### src/rtl/seg_scan_pkg.sv
// Shared types and constants for the seven-segment digit scanner.
package seg_scan_pkg;

  typedef enum logic [1:0] {
    IDLE,
    BLANK,
    DRIVE
  } seg_scan_state_e;

  localparam int SEG_SCAN_PWM_W = 4;

endpackage

### src/rtl/seg_scan_next_sel.sv
// Wrap-around downward search for the next enabled digit, inclusive or
// exclusive of the start index, with a found flag when any digit is enabled.
module seg_scan_next_sel #(
  parameter int NUM_DIGITS = 4,
  parameter int IDX_W      = $clog2(NUM_DIGITS)
) (
  input  logic [NUM_DIGITS-1:0] mask,
  input  logic [IDX_W-1:0]      start,
  input  logic                  inclusive,
  output logic [IDX_W-1:0]      sel,
  output logic                  found
);

  int               cand;
  logic [IDX_W-1:0] cand_idx;

  // NOTE: every output of a combinational block gets a default first, so no
  // path leaves a value unassigned and no latch is inferred.
  always_comb begin
    sel      = start;
    found    = 1'b0;
    cand     = 0;
    cand_idx = '0;
    // Walk from the farthest candidate to the nearest so the nearest match wins.
    for (int k = NUM_DIGITS - 1; k >= 0; k--) begin
      cand     = (int'(start) + 2 * NUM_DIGITS - k - (inclusive ? 0 : 1)) % NUM_DIGITS;
      cand_idx = IDX_W'(cand);
      if (mask[cand_idx]) begin
        sel   = cand_idx;
        found = 1'b1;
      end
    end
  end

endmodule

### src/rtl/seg_scan_ctrl.sv
// Seven-segment digit scanner with blanking gaps and runtime digit mask.
// Optional PWM dimming is enabled by defining SEG_SCAN_BRIGHTNESS_EN.
module seg_scan_ctrl
  import seg_scan_pkg::*;
#(
  parameter int NUM_DIGITS   = 4,
  parameter int PRESCALE     = 100000,
  parameter int BLANK_CYCLES = 16
) (
  input  logic                          clk,
  input  logic                          rst,
  input  logic                          en,
  input  logic [NUM_DIGITS-1:0]         digit_mask,
`ifdef SEG_SCAN_BRIGHTNESS_EN
  input  logic [SEG_SCAN_PWM_W-1:0]     brightness,
`endif
  output logic [NUM_DIGITS-1:0]         an_n,
  output logic [$clog2(NUM_DIGITS)-1:0] digit_index,
  output logic                          digit_valid,
  output logic                          tick
);

  localparam int IDX_W   = $clog2(NUM_DIGITS);
  localparam int CNT_MAX = (PRESCALE > BLANK_CYCLES) ? PRESCALE : BLANK_CYCLES;
  localparam int CNT_W   = $clog2(CNT_MAX + 1);

  localparam logic [CNT_W-1:0] DRIVE_LAST = CNT_W'(PRESCALE - 1);
  localparam logic [CNT_W-1:0] BLANK_LAST = CNT_W'((BLANK_CYCLES > 0) ? BLANK_CYCLES - 1 : 0);
  localparam logic [IDX_W-1:0] IDX_INIT   = IDX_W'(NUM_DIGITS - 1);
  // With no blanking gap a finished digit hands straight over to the next DRIVE.
  localparam seg_scan_state_e  GAP_STATE  = (BLANK_CYCLES > 0) ? BLANK : DRIVE;

  seg_scan_state_e     state, state_d;
  logic [CNT_W-1:0]    cnt, cnt_d;
  logic [IDX_W-1:0]    index_d;
  logic [IDX_W-1:0]    next_idx;
  logic                next_found;
  logic                tick_d;
  logic                lit_d;
  logic [NUM_DIGITS-1:0] an_n_d;

  // IDLE searches from the held index inclusively; DRIVE advances strictly below.
  seg_scan_next_sel #(
    .NUM_DIGITS (NUM_DIGITS),
    .IDX_W      (IDX_W)
  ) u_next_sel (
    .mask      (digit_mask),
    .start     (digit_index),
    .inclusive (state == IDLE),
    .sel       (next_idx),
    .found     (next_found)
  );

  always_comb begin
    state_d = state;
    cnt_d   = cnt + 1'b1;
    index_d = digit_index;
    tick_d  = 1'b0;
    if (!en) begin
      state_d = IDLE;
      cnt_d   = '0;
    end else begin
      unique case (state)
        IDLE: begin
          cnt_d = '0;
          if (next_found) begin
            index_d = next_idx;
            state_d = GAP_STATE;
          end
        end
        BLANK: begin
          if (cnt == BLANK_LAST) begin
            cnt_d   = '0;
            state_d = (|digit_mask) ? DRIVE : IDLE;
          end
        end
        DRIVE: begin
          if (cnt == DRIVE_LAST) begin
            cnt_d = '0;
            if (next_found) begin
              index_d = next_idx;
              tick_d  = 1'b1;
              state_d = GAP_STATE;
            end else begin
              state_d = IDLE;
            end
          end
        end
        default: begin
          state_d = IDLE;
          cnt_d   = '0;
        end
      endcase
    end
  end

`ifdef SEG_SCAN_BRIGHTNESS_EN
  logic [SEG_SCAN_PWM_W-1:0] pwm_cnt, pwm_d;

  // A fresh DRIVE is entered from another state or on a zero-gap digit handover.
  always_comb begin
    pwm_d = '0;
    if (state_d == DRIVE && state == DRIVE && cnt_d != '0) begin
      pwm_d = pwm_cnt + 1'b1;
    end
  end

  always_ff @(posedge clk or posedge rst) begin
    if (rst) pwm_cnt <= '0;
    else     pwm_cnt <= pwm_d;
  end

  assign lit_d = (state_d == DRIVE) && digit_mask[index_d] && (pwm_d <= brightness);
`else
  assign lit_d = (state_d == DRIVE) && digit_mask[index_d];
`endif

  always_comb begin
    an_n_d = '1;
    if (lit_d) an_n_d[index_d] = 1'b0;
  end

  // NOTE: state registers use non-blocking assignments so every register
  // samples the pre-edge values, independent of statement order.
  always_ff @(posedge clk or posedge rst) begin
    if (rst) begin
      state       <= IDLE;
      cnt         <= '0;
      digit_index <= IDX_INIT;
      an_n        <= '1;
      digit_valid <= 1'b0;
      tick        <= 1'b0;
    end else begin
      state       <= state_d;
      cnt         <= cnt_d;
      digit_index <= index_d;
      an_n        <= an_n_d;
      digit_valid <= lit_d;
      tick        <= tick_d;
    end
  end

endmodule

### config.mk
export PLATFORM = sky130hd
export DESIGN_NAME = seg_scan_ctrl
export DESIGN_NICKNAME = d
export VERILOG_FILES = /design/src/rtl/seg_scan_pkg.sv /design/src/rtl/seg_scan_next_sel.sv /design/src/rtl/seg_scan_ctrl.sv
export SDC_FILE = /design/constraint.sdc
export NUM_CORES = 1
export LEC_CHECK = 0
export CORE_MARGIN = 2
export CORE_UTILIZATION = 52
export DETAILED_ROUTE_END_ITERATION = 8
export PLACE_DENSITY_LB_ADDON = 0.1
export SYNTH_ARGS = -nofsm -noshare
export SYNTH_HDL_FRONTEND = slang
export SYNTH_HIERARCHICAL = 1
export SYNTH_SLANG_ARGS = --single-unit
export TNS_END_PERCENT = 20
### constraint.sdc
create_clock -name clk -period 3.42 [get_ports clk]
set_clock_uncertainty 0.05 [all_clocks]
set_input_delay 0.513 -clock clk [delete_from_list [all_inputs] [get_ports clk]]
set_output_delay 0.513 -clock clk [all_outputs]
set_load 0.05 [all_outputs]
### After elaboration in Yosys (flattened, before gate mapping)

Index checks and enable logic that the tools add are counted.

* latch bits: 0
* bits in read-only memories: 0
* input port bits: 7
* register bits after elaboration: 27
* output and inout port bits: 8
* memories kept: 0
* logic and storage cells: 72
* RAM bits: 0

* $add $sub $neg: 9
* $mul: 0
* eq/ne operators: 5
* div/mod/pow operators: 0
* bitwise gates (word level): 1
* order comparisons: 6
* shift operators: 0
* reduce and logical (&&, ||, !) cells: 4
* muxes and demuxes: 41

Operators with widths (number)
* two-way mux 17 bit: 3
* case mux 17 bit (2 select lines): 1
* two-way mux 2 bit: 12
* adder 17 x 1 -> 17 bit, second input constant: 1
* == test 17 bit, second input constant: 1
* == test 17 x 4 -> 1 bit, second input constant: 1
* two-way mux 1 bit: 16
* < comparator 2 x 3 -> 1 bit, second input constant: 5
* binary-select mux 1 bit (select 2 bit): 5
* subtractor 2 bit: 4
* case mux 2 bit (3 select lines): 1
* subtractor 2 bit, second input constant: 3
* == test 2 bit, second input constant: 2
* two-way mux 4 bit: 1
* inverter 4 bit: 1
* case mux 2 bit (2 select lines): 1
* OR reduction 4 bit: 1
* adder 2 x 1 -> 2 bit, second input constant: 1
* demux 1 bit (select 2 bit): 1
* == test 2 x 1 -> 1 bit, second input constant: 1
* greater-or-equal comparator 2 x 1 -> 1 bit, second input constant: 1
* logical AND 1 bit: 2
* logical NOT 2 bit: 1

### Depth between registers and ports, before layout

* word-level depth: 19
* gate-level depth with buffers: 17
* depth with buffers taken out: 16

### Modules after synthesis

The synthesis kept the hierarchy.

By module, submodules not included
* seg_scan_ctrl: instances 1, cells each 155, sequential area each 683.2 um^2, area each 1544.0 um^2
* seg_scan_next_sel: instances 1, cells each 40, sequential area each 0.0 um^2, area each 292.8 um^2

### Least setup slack after synthesis

Ideal clock, no wire load.

* path type: flip-flop to flip-flop
* start point: register state[0]
* end point: register digit_valid
* required time: 3272 ps
* library setup time: 98 ps
* arrival time: 3371 ps
* path slack: -99 ps
* buffers on the path: 1
* clock period less this slack: 3519 ps
* cell stages (with the launch flop): 18
* path through: dfrtp_1 inv_1 ha_1 inv_1 ha_1 buf_2 mux2_2 mux2i_1 nor2_1 a211oi_1 o221ai_1 and4_1 a211oi_1 o41ai_2 nor2_1 inv_1 o211a_1 nor4bb_2

* word-level cells in the longest chain between the ends: 16
* elaborated cells on any way between the ends: 38
* classes of those cells: add/sub: 4; eq/ne: 3; mux: 29; reduce/logical: 2

RTL lines
* start, declared: line seg_scan_ctrl.sv:33 `seg_scan_state_e state, state_d;`
* start signal, assigned: line seg_scan_ctrl.sv:134 `state <= state_d;`
* logical NOT 2 bit *: line seg_scan_ctrl.sv:49 `.inclusive (state == IDLE),`
* two-way mux 1 bit *: line seg_scan_next_sel.sv:26 `cand = (int'(start) + 2 * NUM_DIGITS - k - (inclusive ? 0 : 1)) % NUM_DIGITS;`
* subtractor 2 bit: line seg_scan_next_sel.sv:26
* binary-select mux 1 bit (select 2 bit): line seg_scan_next_sel.sv:28 `if (mask[cand_idx]) begin`
* two-way mux 1 bit (not written as such): line seg_scan_next_sel.sv:28
* two-way mux 2 bit (3 in a row): line seg_scan_next_sel.sv:28
* two-way mux 2 bit *: line seg_scan_next_sel.sv:28
* net next_idx[0]: line seg_scan_ctrl.sv:36 `logic [IDX_W-1:0] next_idx;`
* two-way mux 2 bit *: line seg_scan_ctrl.sv:66, seg_scan_ctrl.sv:80
* two-way mux 2 bit: line seg_scan_ctrl.sv:78 `if (cnt == DRIVE_LAST) begin`
* case mux 2 bit (2 select lines) *: line seg_scan_ctrl.sv:63 `unique case (state)`
* two-way mux 2 bit *: line seg_scan_ctrl.sv:59 `if (!en) begin`
* net index_d[0]: line seg_scan_ctrl.sv:35 `logic [IDX_W-1:0] index_d;`
* binary-select mux 1 bit (select 2 bit) *: line seg_scan_ctrl.sv:115 `assign lit_d = (state_d == DRIVE) && digit_mask[index_d];`
* two-way mux 1 bit (not written as such) *: line seg_scan_ctrl.sv:115
* logical AND 1 bit *: line seg_scan_ctrl.sv:115
* net lit_d: line seg_scan_ctrl.sv:39 `logic lit_d;`
* end signal, assigned: line seg_scan_ctrl.sv:138 `digit_valid <= lit_d;`
* end, declared: line seg_scan_ctrl.sv:19 `output logic digit_valid,`

Mark *: on every way through the listed nets, which the timed path passes. The rest lies on a longest branch. The select of a mux whose other input is x is not followed.

### Worst setup path after layout

* start point: register digit_index[0]
* end point: register digit_valid

* word-level cells in the longest chain between the ends: 16
* elaborated cells on any way between the ends: 37
* classes of those cells: add/sub: 8; eq/ne: 1; mux: 27; reduce/logical: 1

RTL lines
* start, declared: line seg_scan_ctrl.sv:18 `output logic [$clog2(NUM_DIGITS)-1:0] digit_index,`
* start signal, assigned: line seg_scan_ctrl.sv:136 `digit_index <= index_d;`
* adder 2 x 1 -> 2 bit: line seg_scan_next_sel.sv:26
* subtractor 2 bit (2 in a row): line seg_scan_next_sel.sv:26
* binary-select mux 1 bit (select 2 bit): line seg_scan_next_sel.sv:28
* two-way mux 1 bit (not written as such): line seg_scan_next_sel.sv:28
* two-way mux 2 bit (3 in a row): line seg_scan_next_sel.sv:28
* two-way mux 2 bit *: line seg_scan_next_sel.sv:28
* net next_idx[0]: line seg_scan_ctrl.sv:36
* two-way mux 2 bit *: line seg_scan_ctrl.sv:66, seg_scan_ctrl.sv:80
* two-way mux 2 bit: line seg_scan_ctrl.sv:78
* case mux 2 bit (2 select lines) *: line seg_scan_ctrl.sv:63
* two-way mux 2 bit *: line seg_scan_ctrl.sv:59
* net index_d[0]: line seg_scan_ctrl.sv:35
* binary-select mux 1 bit (select 2 bit) *: line seg_scan_ctrl.sv:115
* two-way mux 1 bit (not written as such) *: line seg_scan_ctrl.sv:115
* logical AND 1 bit *: line seg_scan_ctrl.sv:115
* net lit_d: line seg_scan_ctrl.sv:39

Marks and branches as above.

==> impl_metrics.ini <==
[outcome]
outcome = finished clean

[global_routing]
grt_pass1_wl_um = 7290
antenna_found_initial = 0
grt_max_degree = 28
grt_pass1_vias = 1648
track_usage = 0.226
overflow = 0

[sta]
worstMarginPinSlew_ns = 1.02
setup_viol = 0
min_period_over_period = 0.964
slew_headroom = 0.319
fin_crit_ns = 3.30
finalHoldViolCount = 0
slew_viol_final = 0
fmax_mhz = 303

[yosys]
ys_warn_count = 6
synth_seq_area_share = 0.372
synth_fp_nets = 209
synthArstFlopShare = 1.00
yosysTopAreaCell = dfrtp_1
syn_avg_cell_area_sq_um = 9.42
synth_top_area_share = 0.286
ys_types = 55
yosys_register_bits = 27
postSynthCellCount = 195
synth-edff-count = 0
ys.flop_type = dfrtp_1
netlist_area_sq_mm = 0.00184
synth_area_leaders = dfrtp_1 (29%), dfstp_2 (8.6%), nor2_1 (5.5%)

[placement]
dp_hpwl_um = 3100
gp_congestion = 0.860
numPortBuffers = 14
dp.cells = 260

[cells_and_area]
num-nets-final = 239
fillCellCount = 298
area_growth_pct = 20.0
layout.cells.non_filler = 270
drive_gt1_frac = 0.223
multi_input_area_sq_mm = 0.00112
final_util = 0.656
regArea_sq_um = 687
layout_commonest_cell = nor2_1
diodes = 0
most-common-layout-cells = nor2_1 (27), dfrtp_1 (21), buf_4 (16), clkdlybuf4s50_1 (14), nand2_1 (12)

[worst_setup_path]
cp_data_arrival_time_ns = 3.49
max_stage_delay_ns = 0.64
cp_common_cell = nor2_1
critPathSlowestCell = dfstp_4
cp_max_fo = 4
start_kind = flip-flop
endpoint_kind = flip-flop
cp_cell_sequence = inv_2 -> ha_4 -> mux2_4 -> mux2i_1 -> nor2_1 -> a211oi_1 -> o221ai_1 -> and4_1 -> a211oi_2 -> o41ai_4 -> nor2_1 -> inv_1 -> o211a_1 -> nor4bb_2
r2r_slack_ns = 0.12
path_delay_family = compound AO/OA/AOI/OAI gates
crit_required_ns = 3.61
crit_cells = 14
r2r_cells = 14
cp.buffers_inverters = 2
worstSetupPathType = flip-flop to flip-flop

[clock_tree]
cts_buffer_depth = 2
h-tree-depth = 1
clock-sinks = 27
worstSkewPairLatency_ns = 0.32
cts-root-buf = clkbuf_4
cts_buffers = 3
cts_tree = built
clkTransAtPathRegs_ns = 0.14

[drt]
routed_wl_um = 4160
post-route-drc-count = 0
wl_per_cell_um = 15.4
ant_nets = 0
dr.pass1.iters = 4
via_count = 1613
drt_iter0_drc = 94
viasPerCell = 5.97

[power_and_ir_drop]
p_leak_nw = 0.927
irDropWorstVdd_v = 0.000191
power_density_mw_per_mm2 = 479
power_mw = 1.06

[job]
max_cap_viol_count = 0

[floorplan]
fp.dieArea_sq_mm = 0.00402
coreArea_sq_mm = 0.00336
num_rows = 21
ios = 15
dieWidth_um = 63.4
start_util = 0.546
die_y_um = 63.4

[min_path]
hold_depth = 1
hold_class = flip-flop to flip-flop
-- cells by family after synthesis --
group / after synthesis / synth area share
AND/OR/NAND/NOR: 87 / 0.266
AO/OA/AOI/OAI: 36 / 0.160
flip-flops: 27 / 0.372
buffers and inverters: 18 / 0.0463
XOR/XNOR: 15 / 0.0715
adder cells (fa/ha/maj): 7 / 0.0477
multiplexers: 5 / 0.0361
-- power breakdown --
part / switching (mW) / internal, mW / leakage (nW)
Clock: 0.0883 / 0.0456 / 0.0150
Combinational: 0.287 / 0.264 / 0.557
Sequential: 0.0265 / 0.345 / 0.355
Total: 0.402 / 0.654 / 0.927
-- stage by stage --
stage               setup WS (ns)  cell area [sq um]  hold WS (ns)  setup TNS (ns)
global route               -0.119               2200         0.459          -0.194
detailed placement       -0.00670               2090         0.424        -0.00670
global placement            0.139               2090         0.427               0
CTS                        0.0392               2130         0.447               0
floorplan                  0.0227               1860         0.396               0
finish                      0.123               2200         0.440               0
-- metal layers --
metal	track usage	part of all wire	up-vias	wire, um
met2	0.403	0.51	51	2100
met5	0	0	-	0
met4	0.0870	0.040	0	167
met3	0.0304	0.042	17	173
li1	-	-	764	-
met1	0.276	0.41	781	1710
-- path summary, 6_finish.rpt --
kind	start	end
max	digit_index[0]	digit_valid
min	cnt[0]	cnt[0]
max reg2reg	digit_index[0]	digit_valid
min reg2reg	cnt[0]	cnt[0]
max in group asynchronous	rst	tick
min in group asynchronous	rst	cnt[11]
-- cell usage after synthesis (all sizes together) (3+ instances only) --
library cell	n
nor2	27
dfrtp	21
inv	13
nand2	13
nand3	11
xor2	8
ha	7
xnor2	7
and4	6
dfstp	6
o21ai	6
a21oi	5
a221oi	5
buf	5
or3	4
a211oi	3
and3	3
mux2	3
nand4	3
nor2b	3
nor3	3
nor4	3
-- worst reg2reg max path: cells and delay by family (launching register included) --
| kind | cells | cell delay, ns |
|---|---|---|
| DFF | 1 | 0.64 |
| AOI/OAI and AO/OA | 5 | 0.96 |
| and+or+nand+nor | 4 | 0.71 |
| buffers and inverters | 2 | 0.12 |
| adders and majority gates | 1 | 0.29 |
| muxes | 2 | 0.46 |
-- sequential cells by signal, indices dropped and copies added (netlist names) --
signal	count
state	2
tick	1
digit_valid	1
an_n	4
cnt	17
digit_index	2
-- cell type report --
class,count,area share
multi-input combinational,150,0.510
sequential,27,0.312
timing repair buffer,30,0.118
tap,46,0.0261
inverter,13,0.0221
clock buffer,4,0.0119
-- what timing repair did --
action / 4_1_cts / 5_1_grt
hold endpoints to repair: 0 / 0
resized for setup: 1 / 8
buffers inserted: 0 / 6
pin swaps: 0 / 9
hold buffers: 0 / 0
gates cloned: 0 / 0
setup endpoints to repair: 1 / 4
No activity file was read; power rests on OpenSTA's default activity.
